--- src/rtl/mawg_sample_out.sv ---
// Sample FIFO and rate-paced DAC replay stage behind mawg.
// Optional output scaling (gain/offset, one extra clock of latency) under `MAWG_SAMPLE_OUT_SCALE_EN.
module mawg_sample_out #(
    parameter int WAVE_WIDTH = 16,
    parameter int FIFO_DEPTH = 4,
    parameter int DIV_WIDTH  = 16
) (
    input  logic                   clk,
    input  logic                   reset,
    input  logic                   enable,
    input  logic                   src_busy,
    input  logic                   wave_valid,
    input  logic [WAVE_WIDTH-1:0]  wave_out,
    input  logic [DIV_WIDTH-1:0]   rate_div,
    input  logic [FIFO_DEPTH:0]    prime_level,
    input  logic                   clear_flags,
`ifdef MAWG_SAMPLE_OUT_SCALE_EN
    input  logic signed [15:0]     gain,
    input  logic signed [WAVE_WIDTH-1:0] offset,
`endif
    output logic [WAVE_WIDTH-1:0]  dac_data,
    output logic                   dac_strobe,
    output logic [FIFO_DEPTH:0]    fifo_level,
    output logic                   playing,
    output logic                   done,
    output logic                   overflow,
    output logic                   underrun,
    output logic [1:0]             state_dbg
);

    localparam int ENTRIES = 2 ** FIFO_DEPTH;
    localparam logic [FIFO_DEPTH:0]   FULL_LEVEL = (FIFO_DEPTH + 1)'(ENTRIES);
    localparam logic [FIFO_DEPTH:0]   LVL_ONE    = (FIFO_DEPTH + 1)'(1);
    localparam logic [FIFO_DEPTH-1:0] PTR_ONE    = FIFO_DEPTH'(1);
    localparam logic [DIV_WIDTH-1:0]  CNT_ONE    = DIV_WIDTH'(1);

    typedef enum logic [1:0] {S_IDLE = 2'd0, S_PRIME = 2'd1, S_PLAY = 2'd2} state_t;

    state_t                 state;
    logic [WAVE_WIDTH-1:0]  mem [ENTRIES];
    logic [FIFO_DEPTH-1:0]  wr_ptr, rd_ptr;
    logic [DIV_WIDTH-1:0]   count, div_q;
    logic [WAVE_WIDTH-1:0]  sample_q;
    logic                   sample_stb;

    logic fifo_empty, fifo_full, tick, do_pop, push_req, do_push;
    logic ovf_event, urun_event, start_play;
    logic [FIFO_DEPTH:0] prime_eff;

    // wave_valid is a one-way strobe with no ready: a sample offered while the
    // FIFO is full (and nothing leaves that cycle) is dropped and flagged.
    always_comb begin
        fifo_empty = (fifo_level == '0);
        fifo_full  = (fifo_level == FULL_LEVEL);
        tick       = enable && (state == S_PLAY) && (count == div_q);
        do_pop     = tick && !fifo_empty;
        push_req   = enable && wave_valid && (state != S_IDLE);
        do_push    = push_req && (!fifo_full || do_pop);
        ovf_event  = push_req && fifo_full && !do_pop;
        urun_event = tick && fifo_empty && src_busy;
        prime_eff  = (prime_level == '0) ? LVL_ONE : prime_level;
        start_play = (fifo_level >= prime_eff) || (!fifo_empty && !src_busy);
    end

    assign playing   = (state == S_PLAY);
    assign state_dbg = state;

    always_ff @(posedge clk) begin
        if (do_push) mem[wr_ptr] <= wave_out;
    end

    always_ff @(posedge clk) begin
        if (!reset) begin
            state      <= S_IDLE;
            wr_ptr     <= '0;
            rd_ptr     <= '0;
            fifo_level <= '0;
            count      <= '0;
            div_q      <= '0;
            sample_q   <= '0;
            sample_stb <= 1'b0;
            done       <= 1'b0;
            overflow   <= 1'b0;
            underrun   <= 1'b0;
        end else begin
            sample_stb <= 1'b0;
            done       <= 1'b0;
            if (!enable) begin
                state      <= S_IDLE;
                wr_ptr     <= '0;
                rd_ptr     <= '0;
                fifo_level <= '0;
                count      <= '0;
            end else begin
                if (do_push) wr_ptr <= wr_ptr + PTR_ONE;
                if (do_pop)  rd_ptr <= rd_ptr + PTR_ONE;
                case ({do_push, do_pop})
                    2'b10:   fifo_level <= fifo_level + LVL_ONE;
                    2'b01:   fifo_level <= fifo_level - LVL_ONE;
                    default: fifo_level <= fifo_level;
                endcase
                case (state)
                    S_IDLE: state <= S_PRIME;
                    S_PRIME: begin
                        if (start_play) begin
                            state <= S_PLAY;
                            count <= '0;
                            div_q <= rate_div;
                        end
                    end
                    S_PLAY: begin
                        // The period is latched at each wrap so rate_div edits never cut a period short.
                        if (tick) begin
                            count <= '0;
                            div_q <= rate_div;
                            if (!fifo_empty) begin
                                sample_q   <= mem[rd_ptr];
                                sample_stb <= 1'b1;
                            end else if (src_busy) begin
                                sample_stb <= 1'b1;
                            end else begin
                                state <= S_PRIME;
                                done  <= 1'b1;
                            end
                        end else begin
                            count <= count + CNT_ONE;
                        end
                    end
                    default: state <= S_IDLE;
                endcase
            end
            if (ovf_event)        overflow <= 1'b1;
            else if (clear_flags) overflow <= 1'b0;
            if (urun_event)       underrun <= 1'b1;
            else if (clear_flags) underrun <= 1'b0;
        end
    end

`ifdef MAWG_SAMPLE_OUT_SCALE_EN
    localparam int PW = WAVE_WIDTH + 16;
    localparam logic signed [PW:0] SAT_MAX = {{(PW - WAVE_WIDTH + 2){1'b0}}, {(WAVE_WIDTH - 1){1'b1}}};
    localparam logic signed [PW:0] SAT_MIN = {{(PW - WAVE_WIDTH + 2){1'b1}}, {(WAVE_WIDTH - 1){1'b0}}};

    logic signed [PW-1:0] prod, prod_sh;
    logic signed [PW:0]   sum;

    // Q2.14 gain: full-width signed product, arithmetic shift back, then offset.
    always_comb begin
        prod    = $signed({{16{sample_q[WAVE_WIDTH-1]}}, sample_q})
                * $signed({{WAVE_WIDTH{gain[15]}}, gain});
        prod_sh = prod >>> 14;
        sum     = $signed({prod_sh[PW-1], prod_sh})
                + $signed({{(PW + 1 - WAVE_WIDTH){offset[WAVE_WIDTH-1]}}, offset});
    end

    always_ff @(posedge clk) begin
        if (!reset) begin
            dac_data   <= '0;
            dac_strobe <= 1'b0;
        end else begin
            dac_strobe <= sample_stb;
            if (sample_stb) begin
                if (sum > SAT_MAX)      dac_data <= SAT_MAX[WAVE_WIDTH-1:0];
                else if (sum < SAT_MIN) dac_data <= SAT_MIN[WAVE_WIDTH-1:0];
                else                    dac_data <= sum[WAVE_WIDTH-1:0];
            end
        end
    end
`else
    assign dac_data   = sample_q;
    assign dac_strobe = sample_stb;
`endif

endmodule
--- config.mk ---
export PLATFORM = sky130hd
export DESIGN_NAME = mawg_sample_out
export DESIGN_NICKNAME = d
export VERILOG_FILES = /design/src/rtl/mawg_sample_out.sv
export SDC_FILE = /design/constraint.sdc
export NUM_CORES = 1
export LEC_CHECK = 0
export CORE_MARGIN = 8
export CORE_UTILIZATION = 55
export CTS_CLUSTER_DIAMETER = 200
export DETAILED_ROUTE_END_ITERATION = 12
export GPL_ROUTABILITY_DRIVEN = 0
export PLACE_DENSITY = 0.83
export SLEW_MARGIN = 30
export SYNTH_ARGS = -nofsm -noshare
export SYNTH_HDL_FRONTEND = slang
export SYNTH_SLANG_ARGS = --single-unit
--- constraint.sdc ---
create_clock -name clk -period 5.82 [get_ports clk]
set_clock_uncertainty 0.2 [all_clocks]
set_input_delay 1.164 -clock clk [delete_from_list [all_inputs] [get_ports clk]]
set_output_delay 1.164 -clock clk [all_outputs]
set_load 0.005 [all_outputs]
==> results of run 1 <==
[sequential cells by signal (all words and copies together), names as in the netlist, 2 cells and up]
| register | count |
|---|---|
| rd_ptr | 4 |
| dac_data | 16 |
| wr_ptr | 4 |
| state_dbg | 2 |
| div_q | 16 |
| fifo_level | 5 |
| count | 16 |
| mem | 256 |
[synthesized netlist by cell type, types with 2 or more instances]
master	n	share of area
edfxtp_1	256	0.58
nand2_1	90	0.025
mux4_2	80	0.14
dfxtp_1	67	0.10
nor2_1	30	0.0085
mux2i_1	26	0.020
clkbuf_1	24	0.0068
o21ai_0	22	0.0083
a21oi_1	21	0.0079
nand3_1	21	0.0079
xnor2_1	20	0.013
a21boi_0	18	0.010
ha_1	14	0.013
inv_1	13	0.0037
nor3_1	10	0.0038
buf_2	8	0.0030
a21o_1	7	0.0040
and3_1	7	0.0033
nand4_1	7	0.0033
nand2b_1	6	0.0028
buf_1	5	0.0014
or3_1	5	0.0024
xor2_1	5	0.0033
nor2b_1	4	0.0019
nor4_1	4	0.0019
o311ai_0	3	0.0020
a211oi_1	2	0.0011
a2bb2oi_1	2	0.0013
a32oi_1	2	0.0013
and4_1	2	0.0013
buf_4	2	0.0011
buf_6	2	0.0017
nor3b_1	2	0.0011
o21bai_1	2	0.0011
o22ai_1	2	0.00094
[worst register-to-register path, delay by kind of cell, from the launching register on]
family	cells	cell delay, ns
flip-flops	1	0.44
AND/OR/NAND/NOR	6	1.92
AO/OA/AOI/OAI	5	1.02
adder cells (fa/ha/maj)	1	0.37
[cells by family after synthesis]
logic type / share of synthesized area
xor+xnor: 0.01648
compound gates: 0.04587
mux: 0.1552
simple gates: 0.06998
fa+ha+maj: 0.01469
buf+inv: 0.01808
flops: 0.6797
[power by group]
part           switching (mW)  internal [mW]
clock network           0.883           1.30
registers             0.00233           2.49
logic                  0.0566         0.0417
total                   0.942           3.83
[routing by layer]
| layer | global-route usage | share of wire |
|---|---|---|
| met3 | 0.03879 | 0.078 |
| met2 | 0.3657 | 0.51 |
| met4 | 0.06919 | 0.024 |
| met1 | 0.2714 | 0.39 |
| met5 | 0 | 0 |
[final cells by class]
| class | instances | area [sq um] | share of cell area |
|---|---|---|---|
| inverter | 13 | 48.80 | 0.003130 |
| multi-input combinational | 435 | 4061 | 0.2605 |
| clock buffer | 46 | 957.2 | 0.06139 |
| tap | 324 | 405.4 | 0.02600 |
| sequential | 323 | 9035 | 0.5794 |
| clock inverter | 15 | 173.9 | 0.01115 |
| timing repair buffer | 96 | 910.9 | 0.05842 |
[per-stage QoR]
stage / instance area (sq um) / util / instances
after floorplan: 13280 / - / 813
after global placement: 14410 / 0.5997 / 1189
after detailed placement: 14450 / 0.6011 / 1190
after CTS: 15580 / 0.6481 / 1251
after global routing: 15590 / 0.6488 / 1252
final: 15590 / 0.6488 / 1252
[final timing paths]
kind                            cells past startpoint       endpoint  slack (ns)         start
worst max-delay path                               12  fifo_level[4]        1.23        enable
worst min register to register                      2    dac_data[9]        0.26   dac_data[9]
worst max register to register                     12  fifo_level[4]        1.74  state_dbg[1]
worst min-delay path                                2    dac_data[9]        0.26   dac_data[9]
==> impl_metrics.ini, run 1 <==
[synth]
synthArstFlopShare = 0
ys_ff_latch = 323
synth_edf_count = 256
ys_seq_area_frac = 0.6797
synth_fp_nets = 871
synth_area_per_cell_sq_um = 16.34
synth_warnings = 0
syn-instance-count = 813
ys.flop_type = edfxtp_1
yosysUniqueCellTypes = 57
synth.cell_area_sq_mm = 0.01328

[critical_path]
cp_common_cell = a21o_1
crit_family = simple AND/OR/NAND/NOR gates
required_ns = 5.99
start_kind = input port
crit_type = input port to flip-flop
crit_arrival_ns = 4.76
path_cells = clkdlybuf4s50_1 > nand3_2 > or2_1 > or4_4 > nor3_1 > ha_1 > a21o_1 > a21oi_1 > nand2_1 > o311ai_0 > a21o_1 > o311ai_1
cp_max_fo = 8
end_kind = flip-flop
path_buf_inv = 1
cp_slowest_cell = clkdlybuf4s50_1
slowest_delay_ns = 0.61

[clock_tree]
cts_tree = yes
clk_latency_ns = 0.52
numCtsBuffers = 34
clk_pin_slew_ns = 0.06
root_buffer = clkbuf_16
cts_resized = 0
clockBufferDepth = 3
cts_sinks = 323
cts_post_setup_buffers_inserted = 0
hold_buffers = 0
cts_htree_levels = 2

[global_route]
antenna_found_initial = 0
grt_pass1_vias = 7963
grt_usage = 0.2129
overflow = 0
grt_max_degree = 54
grt_pass1_wl_um = 46640

[flow_run]
max-cap-violations = 0

[sta]
grt_setup_unrepaired = no
setup_violations = 0
hold_violations = 0
max_freq_mhz = 217.8
worst_slew_pin_slew_ns = 0.9295
slew_headroom = 0.3800
min_period_ns = 4.591
setup_slack_ns = 1.229
min_period_over_period = 0.7889
tns_ns = 0
whs_ns = 0.2634
slew_viol_final = 0

[routing]
drc = 0
vias = 7596
drt-pass1-iter-count = 7
wl_per_cell_um = 24.38
drt_wl_total_um = 30520
ant_nets = 0
via_per_inst = 6.067
dr.first_iter.drc_count = 919

[floorplanning]
core_sq_mm = 0.02403
rows = 57
die_w_um = 171.4
dieArea_sq_mm = 0.02938
initial_core_util = 0.5527
fp.dieH_um = 171.4
pin_count = 71

[power_and_ir_drop]
p_leak_nw = 4.973
ir_worst_vdd_mv = 0.2962
power_density_mw_per_mm2 = 306.1
finalPower_mw = 4.773

[min_path]
hold_class = flip-flop to flip-flop

[final_layout]
nFillCells = 1583
final_cell_mix = 256 x edfxtp_1, 90 x nand2_1, 80 x mux4_2, 69 x clkdlybuf4s50_1, 64 x dfxtp_1
layout-drive-gt1-share = 0.1897
antennaDiodeCount = 0
final_common_cell = edfxtp_1
areaGrowthSynthToFinish_pct = 17.38
final_nets = 961

[outcome]
status = completed

[placed_design]
dp_hpwl_um = 17330
post-place-ws_ns = 0.7725
placement.io_buffers = 70
(Power assumes the default switching activity.)
==> run 2, diff against run 1 <==
--- a/config.mk
+++ b/config.mk
@@ -6,11 +6,11 @@
 export NUM_CORES = 1
 export LEC_CHECK = 0
 export CORE_MARGIN = 8
-export CORE_UTILIZATION = 55
+export CORE_UTILIZATION = 54
 export CTS_CLUSTER_DIAMETER = 200
 export DETAILED_ROUTE_END_ITERATION = 12
 export GPL_ROUTABILITY_DRIVEN = 0
-export PLACE_DENSITY = 0.83
+export PLACE_DENSITY = 0.85
 export SLEW_MARGIN = 30
 export SYNTH_ARGS = -nofsm -noshare
 export SYNTH_HDL_FRONTEND = slang
==> constraint.sdc (replaced) <==
create_clock -name clk -period 4.1 [get_ports clk]
set_clock_uncertainty 0.2 [all_clocks]
set_input_delay 0.82 -clock clk [delete_from_list [all_inputs] [get_ports clk]]
set_output_delay 0.82 -clock clk [all_outputs]
set_load 0.005 [all_outputs]
==> run 2 against run 1 <==
  * Clock power up 21%
  * Final cell count up 1.0%
  * Total power up 32%
  * Count of clock-buffer cells in the layout down 11
  * Cell area down 0.31%
  * Combinational power up 44%
  * First-iteration DRC count down 11%
  * Setup slack worse by 0.75 ns
  * Die area up 1.7%
  * Hold slack about the same
  * Highest routed layer unchanged
==> impl_metrics.ini, run 2 (synthesized netlist as in run 1, its figures left out) <==
[floorplanning]
core_sq_mm = 0.02425
dieArea_sq_mm = 0.02988
die_w_um = 172.8
fp.dieH_um = 172.8
pin_count = 71
initial_core_util = 0.5478
rows = 57

[clock_tree]
numCtsBuffers = 31
root_buffer = clkbuf_16
cts_htree_levels = 1
cts_sinks = 323
cts_resized = 0
cts_tree = yes
clockBufferDepth = 3
clk_pin_slew_ns = 0.06
hold_buffers = 0
clk_latency_ns = 0.57
cts_post_setup_buffers_inserted = 0

[critical_path]
required_ns = 4.41
reg2reg_depth = 13
cp_max_fo = 7
crit_arrival_ns = 3.93
start_kind = flip-flop
crit_type = flip-flop to flip-flop
end_kind = flip-flop

[global_route]
antenna_found_initial = 1
grt_pass1_vias = 7917
grt_usage = 0.2006
overflow = 0
grt_max_degree = 46
grt_pass1_wl_um = 46630

[placed_design]
dp_hpwl_um = 18320
placement.io_buffers = 70
post-place-ws_ns = 0.04501

[sta]
grt_setup_unrepaired = no
setup_slack_ns = 0.4774
setup_violations = 0
tns_ns = 0
whs_ns = 0.2634
max_freq_mhz = 276.0
hold_violations = 0
worst_slew_pin_slew_ns = 0.8530
min_period_over_period = 0.8836
min_period_ns = 3.623
slew_viol_final = 0
slew_headroom = 0.4288

[routing]
drc = 0
vias = 7714
wl_per_cell_um = 23.99
drt_wl_total_um = 30350
drt-pass1-iter-count = 6
ant_nets = 0
dr.first_iter.drc_count = 819
via_per_inst = 6.098

[final_layout]
final_common_cell = edfxtp_1
nFillCells = 1676
antennaDiodeCount = 0
areaGrowthSynthToFinish_pct = 17.01
final_nets = 975
largest_reg_flops = 256
layout-drive-gt1-share = 0.2072
final_cell_mix = 256 x edfxtp_1, 90 x nand2_1, 80 x mux4_2, 69 x clkdlybuf4s50_1, 64 x dfxtp_1
top_register = mem

[power_and_ir_drop]
power_density_mw_per_mm2 = 406.6
p_leak_nw = 4.968
ir_worst_vdd_mv = 0.4138

[min_path]
holdPathStages = 2
hold_class = flip-flop to flip-flop

[outcome]
status = completed

[flow_run]
max-cap-violations = 0
-- run 2: cell types whose count changed in the layout (fill, tap and decap cells not counted), moves of 3 or more --
cell / delta
buf_4: +17
nor2_1: -8
nor2_2: +8
clkinv_2: +6
clkbuf_16: -4
clkbuf_8: -4
clkinv_1: +4
clkbuf_1: -3
-- run 2: power by group --
| part | total, mW | internal, mW | switching [mW] |
|---|---|---|---|
| combinational | 0.142 | 0.0612 | 0.0808 |
| sequential | 3.54 | 3.53 | 0.00321 |
| clock | 2.64 | 1.45 | 1.19 |
| total | 6.32 | 5.05 | 1.27 |
-- run 2: final cells by class --
class / instances / area (sq um) / area share
Clock buffer: 35 / 790.8 / 0.05087
Clock inverter: 22 / 151.4 / 0.009740
Inverter: 13 / 48.80 / 0.003139
Multi-Input combinational cell: 435 / 4069 / 0.2618
Sequential cell: 323 / 9035 / 0.5813
Tap cell: 324 / 405.4 / 0.02608
Timing Repair Buffer: 113 / 1044 / 0.06713
-- run 2: worst paths after layout --
| path | slack [ns] | from | to |
|---|---|---|---|
| setup / recovery | 0.48 | state_dbg[1] | fifo_level[3] |
| setup reg to reg | 0.48 | state_dbg[1] | fifo_level[3] |
| hold reg to reg | 0.26 | dac_data[4] | dac_data[4] |
| hold / removal | 0.26 | dac_data[4] | dac_data[4] |
-- run 2: through the flow --
stage / cell area, sq um / cells / power, mW / utilization
after detailed placement: 14600 / 1208 / 3.747 / 0.6022
after floorplan: 13280 / 813 / 3.657 / -
after global routing: 15540 / 1265 / 6.499 / 0.6410
final: 15540 / 1265 / 6.321 / 0.6410
after CTS: 15540 / 1265 / 6.356 / 0.6410
after global placement: 14600 / 1208 / 3.742 / 0.6021
-- run 2: routing by layer --
metal | vias up | wire [um] | GRT usage
met4 | 0 | 884 | 0.05857
met2 | 405 | 15520 | 0.3519
met1 | 3856 | 11530 | 0.2535
met5 | - | 0 | 0
met3 | 68 | 2412 | 0.03311
li1 | 3385 | - | -
-- run 2: critical path, cell delays in order (launching register included) --
cell     delay, ns
dfxtp_1       0.44
and2b_1       0.33
nand3_2       0.11
or2_1         0.23
or4_4         0.52
nor3_1        0.15
buf_4         0.16
ha_1          0.22
a21o_1        0.17
a21oi_1       0.31
mux2i_1       0.33
o22ai_1       0.11
mux2i_1       0.14
and3_1        0.16
